### config.mk
export PLATFORM = sky130hd
export DESIGN_NAME = mult_div_unit
export DESIGN_NICKNAME = d
export VERILOG_FILES = /design/src/rtl/mult_div_unit_pkg.sv /design/src/rtl/mult_div_unit.sv
export SDC_FILE = /design/constraint.sdc
export NUM_CORES = 1
export LEC_CHECK = 0
export CORE_MARGIN = 1
export CORE_UTILIZATION = 40
export CTS_CLUSTER_DIAMETER = 60
export DETAILED_ROUTE_END_ITERATION = 10
export DONT_BUFFER_PORTS = 1
export HOLD_SLACK_MARGIN = 0.05
export PLACE_DENSITY = 0.5
export SETUP_SLACK_MARGIN = 0.1
export SLEW_MARGIN = 0
export SYNTH_ARGS = -nofsm -noshare
export SYNTH_HDL_FRONTEND = slang
export SYNTH_SLANG_ARGS = --single-unit
### constraint.sdc
create_clock -name clk -period 3.6 [get_ports clk]
set_input_delay 1.08 -clock clk [delete_from_list [all_inputs] [get_ports clk]]
set_output_delay 1.08 -clock clk [all_outputs]
set_load 0.005 [all_outputs]
### src/rtl/mult_div_unit_pkg.sv
// Op and FSM state encodings shared by the decode stage and the multiply/divide unit.
package mult_div_unit_pkg;

  typedef enum logic [1:0] {
    OP_MULT  = 2'd0,
    OP_MULTU = 2'd1,
    OP_DIV   = 2'd2,
    OP_DIVU  = 2'd3
  } op_e;

  typedef enum logic [1:0] {
    ST_IDLE = 2'd0,
    ST_ITER = 2'd1,
    ST_FIX  = 2'd2
  } state_e;

  function automatic logic op_is_div(op_e op);
    return (op == OP_DIV) || (op == OP_DIVU);
  endfunction

  function automatic logic op_is_signed(op_e op);
    return (op == OP_MULT) || (op == OP_DIV);
  endfunction

endpackage

### src/rtl/mult_div_unit.sv
// Iterative MULT/MULTU/DIV/DIVU with HI/LO registers: SIZE+1 cycles from start edge to HI/LO update,
// o_done pulses the cycle after; i_start and MTHI/MTLO strobes are dropped while o_busy is high.
module mult_div_unit #(
  parameter int SIZE = 32
) (
  input  logic            clk,
  input  logic            rst,
  input  logic            i_start,
  input  logic [1:0]      i_op,
  input  logic [SIZE-1:0] i_op_a,
  input  logic [SIZE-1:0] i_op_b,
  input  logic            i_hi_we,
  input  logic            i_lo_we,
  input  logic [SIZE-1:0] i_w_data,
  output logic            o_busy,
  output logic            o_done,
  output logic [SIZE-1:0] o_hi,
  output logic [SIZE-1:0] o_lo
);
  import mult_div_unit_pkg::*;

  localparam int CW = $clog2(SIZE + 1);

  state_e          state_q;
  op_e             op_q;
  logic [CW-1:0]   cnt_q;
  logic [SIZE-1:0] a_q, b_q, acc_q, sh_q, hi_q, lo_q;
  logic            neg_q, neg_rem_q, b_zero_q, done_q;

  // Operand preparation: signed ops run on magnitudes, signs fixed up in FIX.
  op_e             op_in;
  logic            a_neg, b_neg;
  logic [SIZE-1:0] a_mag, b_mag;

  always_comb begin
    op_in = op_e'(i_op);
    a_neg = op_is_signed(op_in) & i_op_a[SIZE-1];
    b_neg = op_is_signed(op_in) & i_op_b[SIZE-1];
    a_mag = a_neg ? -i_op_a : i_op_a;
    b_mag = b_neg ? -i_op_b : i_op_b;
  end

  // One iteration step: acc_q holds the running high half (product) or partial remainder,
  // sh_q holds the multiplier being consumed or the dividend/quotient shift register.
  logic [SIZE:0]   add_sum, div_tmp;
  logic [SIZE-1:0] div_diff, acc_d, sh_d;
  logic            div_ge;

  always_comb begin
    add_sum  = {1'b0, acc_q} + (sh_q[0] ? {1'b0, b_q} : {(SIZE+1){1'b0}});
    div_tmp  = {acc_q, sh_q[SIZE-1]};
    div_ge   = div_tmp >= {1'b0, b_q};
    div_diff = div_tmp[SIZE-1:0] - b_q;
    if (op_is_div(op_q)) begin
      acc_d = div_ge ? div_diff : div_tmp[SIZE-1:0];
      sh_d  = {sh_q[SIZE-2:0], div_ge};
    end else begin
      acc_d = add_sum[SIZE:1];
      sh_d  = {add_sum[0], sh_q[SIZE-1:1]};
    end
  end

  logic [2*SIZE-1:0] prod_fix;
  logic [SIZE-1:0]   hi_fix, lo_fix;

  always_comb begin
    prod_fix = neg_q ? -{acc_q, sh_q} : {acc_q, sh_q};
    if (!op_is_div(op_q)) begin
      hi_fix = prod_fix[2*SIZE-1:SIZE];
      lo_fix = prod_fix[SIZE-1:0];
    end else if (b_zero_q) begin
      hi_fix = a_q;
      lo_fix = {SIZE{1'b1}};
    end else begin
      hi_fix = neg_rem_q ? -acc_q : acc_q;
      lo_fix = neg_q ? -sh_q : sh_q;
    end
  end

  always_ff @(posedge clk) begin
    if (rst) begin
      state_q   <= ST_IDLE;
      op_q      <= OP_MULT;
      cnt_q     <= '0;
      a_q       <= '0;
      b_q       <= '0;
      acc_q     <= '0;
      sh_q      <= '0;
      hi_q      <= '0;
      lo_q      <= '0;
      neg_q     <= 1'b0;
      neg_rem_q <= 1'b0;
      b_zero_q  <= 1'b0;
      done_q    <= 1'b0;
    end else begin
      done_q <= 1'b0;
      case (state_q)
        ST_IDLE: begin
          if (i_start) begin
            op_q      <= op_in;
            a_q       <= i_op_a;
            b_q       <= b_mag;
            acc_q     <= '0;
            sh_q      <= a_mag;
            neg_q     <= a_neg ^ b_neg;
            neg_rem_q <= a_neg;
            b_zero_q  <= (i_op_b == '0);
            cnt_q     <= '0;
            state_q   <= ST_ITER;
          end else begin
            if (i_hi_we) hi_q <= i_w_data;
            if (i_lo_we) lo_q <= i_w_data;
          end
        end
        ST_ITER: begin
          acc_q <= acc_d;
          sh_q  <= sh_d;
          cnt_q <= cnt_q + CW'(1);
          if (cnt_q == CW'(SIZE - 1)) state_q <= ST_FIX;
        end
        ST_FIX: begin
          hi_q    <= hi_fix;
          lo_q    <= lo_fix;
          done_q  <= 1'b1;
          state_q <= ST_IDLE;
        end
        default: state_q <= ST_IDLE;
      endcase
    end
  end

  assign o_busy = (state_q != ST_IDLE);
  assign o_done = done_q;
  assign o_hi   = hi_q;
  assign o_lo   = lo_q;

endmodule

**Yosys cells after proc, flatten, opt, wreduce, memory -nomap -nowiden**

Index checks and enable logic that the tools add are counted.

- Flip-flop bits (word level): 206
- Word-level logic and storage cells: 78
- Bits of input ports: 103

- Magnitude comparators: 1
- $add $sub $neg: 8
- Multiplexer cells: 29
- Reduce and logical (&&, ||, !) cells: 13
- Bitwise operators: 3
- Eq/ne operators: 11

Operator list:

| kind | number |
|---|---|
| $mux 32 | 18 |
| $pmux 32 s2 | 4 |
| $neg 32->32 | 4 |
| $mux 64 | 1 |
| $neg 64->64 | 1 |
| $add 32x32->33 | 1 |
| $ge 33x32->1 | 1 |
| $logic_not 32->1 | 1 |
| $sub 32x32->32 | 1 |
| $pmux 6 s2 | 1 |
| $ne 2x2->1 const B | 5 |
| $eq 2x2->1 const B | 4 |
| $add 6x1->6 const B | 1 |
| $eq 6x5->1 const B | 1 |
| $mux 6 | 1 |
| $reduce_and 2->1 | 3 |
| $reduce_and 3->1 | 2 |
| $reduce_bool 2->1 | 3 |
| $logic_not 2->1 | 2 |
| $mux 2 | 2 |
| $pmux 2 s2 | 1 |
| $and 1x1->1 | 2 |
| $eq 2x1->1 const B | 1 |
| $logic_or 1x1->1 | 2 |
| other kinds (2) | 2 |

**Depth between registers and ports, before layout**

- Word-level depth: 6
- Mapped depth: 14

**Worst setup path before layout**

OpenSTA, ideal clock, no wires.

- Path type: in2reg
- Start: in i_op_a[0]
- End: reg sh_q[30]
- Arrival: 3.237 ns
- Path slack: 0.268 ns
- Cell stages on the path: 11
- Library setup time: 0.095 ns
- Cell sequence: inv_1 ha_1 nor3b_1 nand2_1 nor3b_1 nand3_1 o31ai_1 o21ai_0 xor2_1 nand2_1 a221oi_1

- Cells in the longest elaborated chain, start to end: 4

Ends and longest elaborated chain:

| what | line | text |
|---|---|---|
| start: declaration | mult_div_unit.sv:10 | `input logic [SIZE-1:0] i_op_a,` |
| $neg 32->32 | mult_div_unit.sv:39 | `a_mag = a_neg ? -i_op_a : i_op_a;` |
| $mux 32 | mult_div_unit.sv:39 |  |
| $mux 32 | mult_div_unit.sv:99 | `if (i_start) begin` |
| $pmux 32 s2 | mult_div_unit.sv:97 | `case (state_q)` |
| end signal: assignment | mult_div_unit.sv:104 | `sh_q <= a_mag;` |
| end: declaration | mult_div_unit.sv:27 | `logic [SIZE-1:0] a_q, b_q, acc_q, sh_q, hi_q, lo_q;` |

No other way between the ends. The select of a mux whose other input is x is not followed.
A chain may end at the register's enable or synchronous reset.

**Final worst setup path**

- Start: reg b_q[8]
- End: reg acc_q[3]

- Cells in the longest elaborated chain, start to end: 4

Ends and longest elaborated chain:

| what | line | text |
|---|---|---|
| start: declaration | mult_div_unit.sv:27 |  |
| start signal: assignment | mult_div_unit.sv:102 | `b_q <= b_mag;` |
| $ge 33x32->1 | mult_div_unit.sv:52 | `div_ge = div_tmp >= {1'b0, b_q};` |
| $mux 32 | mult_div_unit.sv:55 | `acc_d = div_ge ? div_diff : div_tmp[SIZE-1:0];` |
| $mux 32 | mult_div_unit.sv:54 | `if (op_is_div(op_q)) begin` |
| $pmux 32 s2 | mult_div_unit.sv:97 |  |
| end signal: assignment | mult_div_unit.sv:87 | `acc_q <= '0;` |
| end signal: assignment | mult_div_unit.sv:103 | `acc_q <= '0;` |
| end signal: assignment | mult_div_unit.sv:116 | `acc_q <= acc_d;` |
| end: declaration | mult_div_unit.sv:27 |  |

No other way between the ends.

==> flow_summary.ini <==
[outcome]
status = finished clean

[cts]
clk_latency_ns = 0.58
cts_made_buffers = 29
cts_max_level = 1
clockBufferDepth = 3
cts.sinks = 205
cts.clk_slew.worst_paths_ns = 0.06
hold_buffers = 0
cts_tree = done
cts_root_buf = clkbuf_16

[power_and_ir_drop]
seq_power_share = 0.352
intPower_mw = 4.94
power.share.switching = 0.326
clkPwrFrac = 0.418
power_switching_mw = 2.39
finalPower_mw = 7.34
combinationalPowerShare = 0.230
peakVddDrop_mv = 0.295
p_leak_nw = 6.79
p_per_area_nw_per_um2 = 404

[timing]
tightest_slew_ns = 0.917
drv_slew = 0
fmax_mhz = 294
rsz0062_at_grt = true
finalSetupViolCount = 0
period_minus_slack_ns = 3.41
hold_violations = 0
finalClockSkew_ns = 0.0138
final.setup.tns_ns = 0
slew_headroom = 0.389
fin_crit_sh = 0.946

[synthesis]
ys_warn_count = 0
syn-num-nets = 2318
netlist_top_cells_count = 222 x nand2_1, 205 x dfxtp_1, 201 x nor2_1
synthFlopType = dfxtp_1
avgSynthCellArea_sq_um = 7.46
synthArstFlopShare = 0
synth_top_area_frac = 0.256
yosysMostFrequentCell = nand2_1
synth.distinct_cells = 80
synth-edff-count = 0
synth_area_sq_um = 16000
yosysTopAreaCell = dfxtp_1
synthCells = 2144
seq_area_frac_synth = 0.256
synthTopCellsByArea = dfxtp_1 26%, a21oi_1 6.3%, xnor2_1 5.7%, ha_1 5.4%, nand2_1 5.2%
ys_ff_latch = 205

[drt]
ant_nets = 0
drc = 0
vias = 16275
wl_mm = 64.0
wl_per_cell_microns = 23.9
viasPerCell = 6.09
drt_iter0_drc = 1490
first_pass_iters = 5

[global_routing]
grt_pass1_vias = 15200
grt_pass1_wl_mm = 96.2
antenna_found_initial = 0
grt.overflow.total = 0
groute.usage.overall = 0.306
grt_max_degree = 180

[floorplanning]
die_w_microns = 202
start_util = 0.409
die_area_sq_um = 40800
fp.dieH_microns = 202
rows = 72
ios = 169
core_sq_um = 39100

[critical_path]
start_kind = flip-flop
reg2reg_slack_ns = 0.19
crit_required_ns = 4.06
arrival_ns = 3.87
cp-end-kind = flip-flop
reg2reg_depth = 12
cp_max_fo = 33
critical_path_class = flip-flop to flip-flop

[place]
gp_congestion = 0.962
dp_hpwl_mm = 49.0
dp.cells = 2617
io_buffers = 0

[cells_and_area]
num_antenna_cells = 0
final_cell_count_no_fill = 2673
nets = 2306
syn_to_final_growth_pct = 13.4
drive_gt1_frac = 0.107

[job]
drv_cap = 0

[hold_path]
holdPathStages = 2
min-delay-path-class = flip-flop to flip-flop
-- worst paths after layout --
kind	start	to
setup / recovery	b_q[8]	acc_q[3]
hold reg to reg	a_q[29]	a_q[29]
setup reg to reg	b_q[8]	acc_q[3]
hold / removal	a_q[29]	a_q[29]
-- cells by family (layout without fill, tap and decap cells) --
family	count (synthesis)	count (layout)	synth area share
compound gates	716	716	0.293
simple gates	678	678	0.201
buf+inv	229	240	0.0544
flops	205	205	0.256
xor+xnor	181	181	0.0991
fa+ha+maj	71	71	0.0564
mux	64	64	0.0402
-- flip-flops by register name (all words and copies together), names as in the netlist --
register	flops
a_q	32
acc_q	32
b_q	32
o_hi	32
o_lo	32
sh_q	32
cnt_q	6
state_q	2
b_zero_q	1
neg_q	1
neg_rem_q	1
o_done	1
op_q	1
-- metrics by stage --
stage	setup slack (ns)	area (sq um)	hold slack, ns	util
after CTS	0.165	18000	0.459	0.462
after global routing	0.0462	18100	0.480	0.464
after detailed placement	0.0977	17000	0.451	0.435
after global placement	0.151	17000	0.444	0.435
final	0.193	18100	0.457	0.464
after floorplan	0.268	16000	0.431	-
-- power groups by stage --
stage          sequential (mW)  combinational [mW]  clock [mW]
6_report                  2.58                1.69        3.07
5_1_grt                   2.60                1.84        3.19
4_1_cts                   2.58                1.65        3.11
3_5_place_dp              2.62                1.64           0
3_3_place_gp              2.62                1.64           0
2_1_floorplan             2.54                1.19           0
-- layout make-up --
class                      instances  area (sq um)
inverter                          65           244
fill                            4078         21000
clock inverter                    16           213
sequential                       205          4110
multi-input combinational       1710         11100
clock buffer                      38           810
tap                              518           648
timing repair buffer             121           971
-- metal layers --
metal / track usage / wire, microns
met5: 0 / 0
met4: 0.0579 / 1170
met3: 0.0674 / 5510
met2: 0.456 / 27400
met1: 0.447 / 29900
-- critical path: stages, from the launching register on --
cell and delay, ns:
dfxtp_1 0.45, inv_1 0.10, ha_1 0.41, a211oi_2 0.20, nor2_1 0.09, o41ai_1 0.33, nand4_1 0.20, a41o_1 0.34
a211o_2 0.39, buf_12 0.20, mux2i_1 0.19, nor2_1 0.07, a221o_1 0.28
-- repair_timing --
action,in CTS,in global routing
resized for setup,0,22
endpoints found under the setup margin,0,15
buffers inserted,0,2
-- layout by cell type, fill, tap and decap left out, types with 8 or more instances in the layout --
| cell | instances |
|---|---|
| o41ai_1 | 15 |
| a21o_1 | 26 |
| o21ai_0 | 136 |
| clkbuf_16 | 29 |
| a221oi_1 | 9 |
| ha_1 | 69 |
| nor2_1 | 198 |
| o21a_1 | 14 |
| nor2b_1 | 9 |
| nand2_1 | 222 |
| inv_1 | 65 |
| mux2i_1 | 62 |
| nor3_1 | 39 |
| and2_1 | 10 |
| o21bai_1 | 13 |
| or2_2 | 14 |
| a21oi_1 | 198 |
| and3_1 | 13 |
| or4_1 | 13 |
| xor2_1 | 77 |
| o211ai_1 | 19 |
| a211oi_1 | 100 |
| dfxtp_1 | 200 |
| o221ai_1 | 40 |
| a311oi_1 | 8 |
| nor4_1 | 16 |
| a22oi_1 | 18 |
| or3_1 | 27 |
| o31ai_1 | 29 |
| nand3_1 | 28 |
| xnor2_1 | 104 |
| nand4_1 | 14 |
| buf_4 | 116 |
| a31oi_1 | 18 |
| nand2b_1 | 32 |
Power figures use the tool's default switching activity.
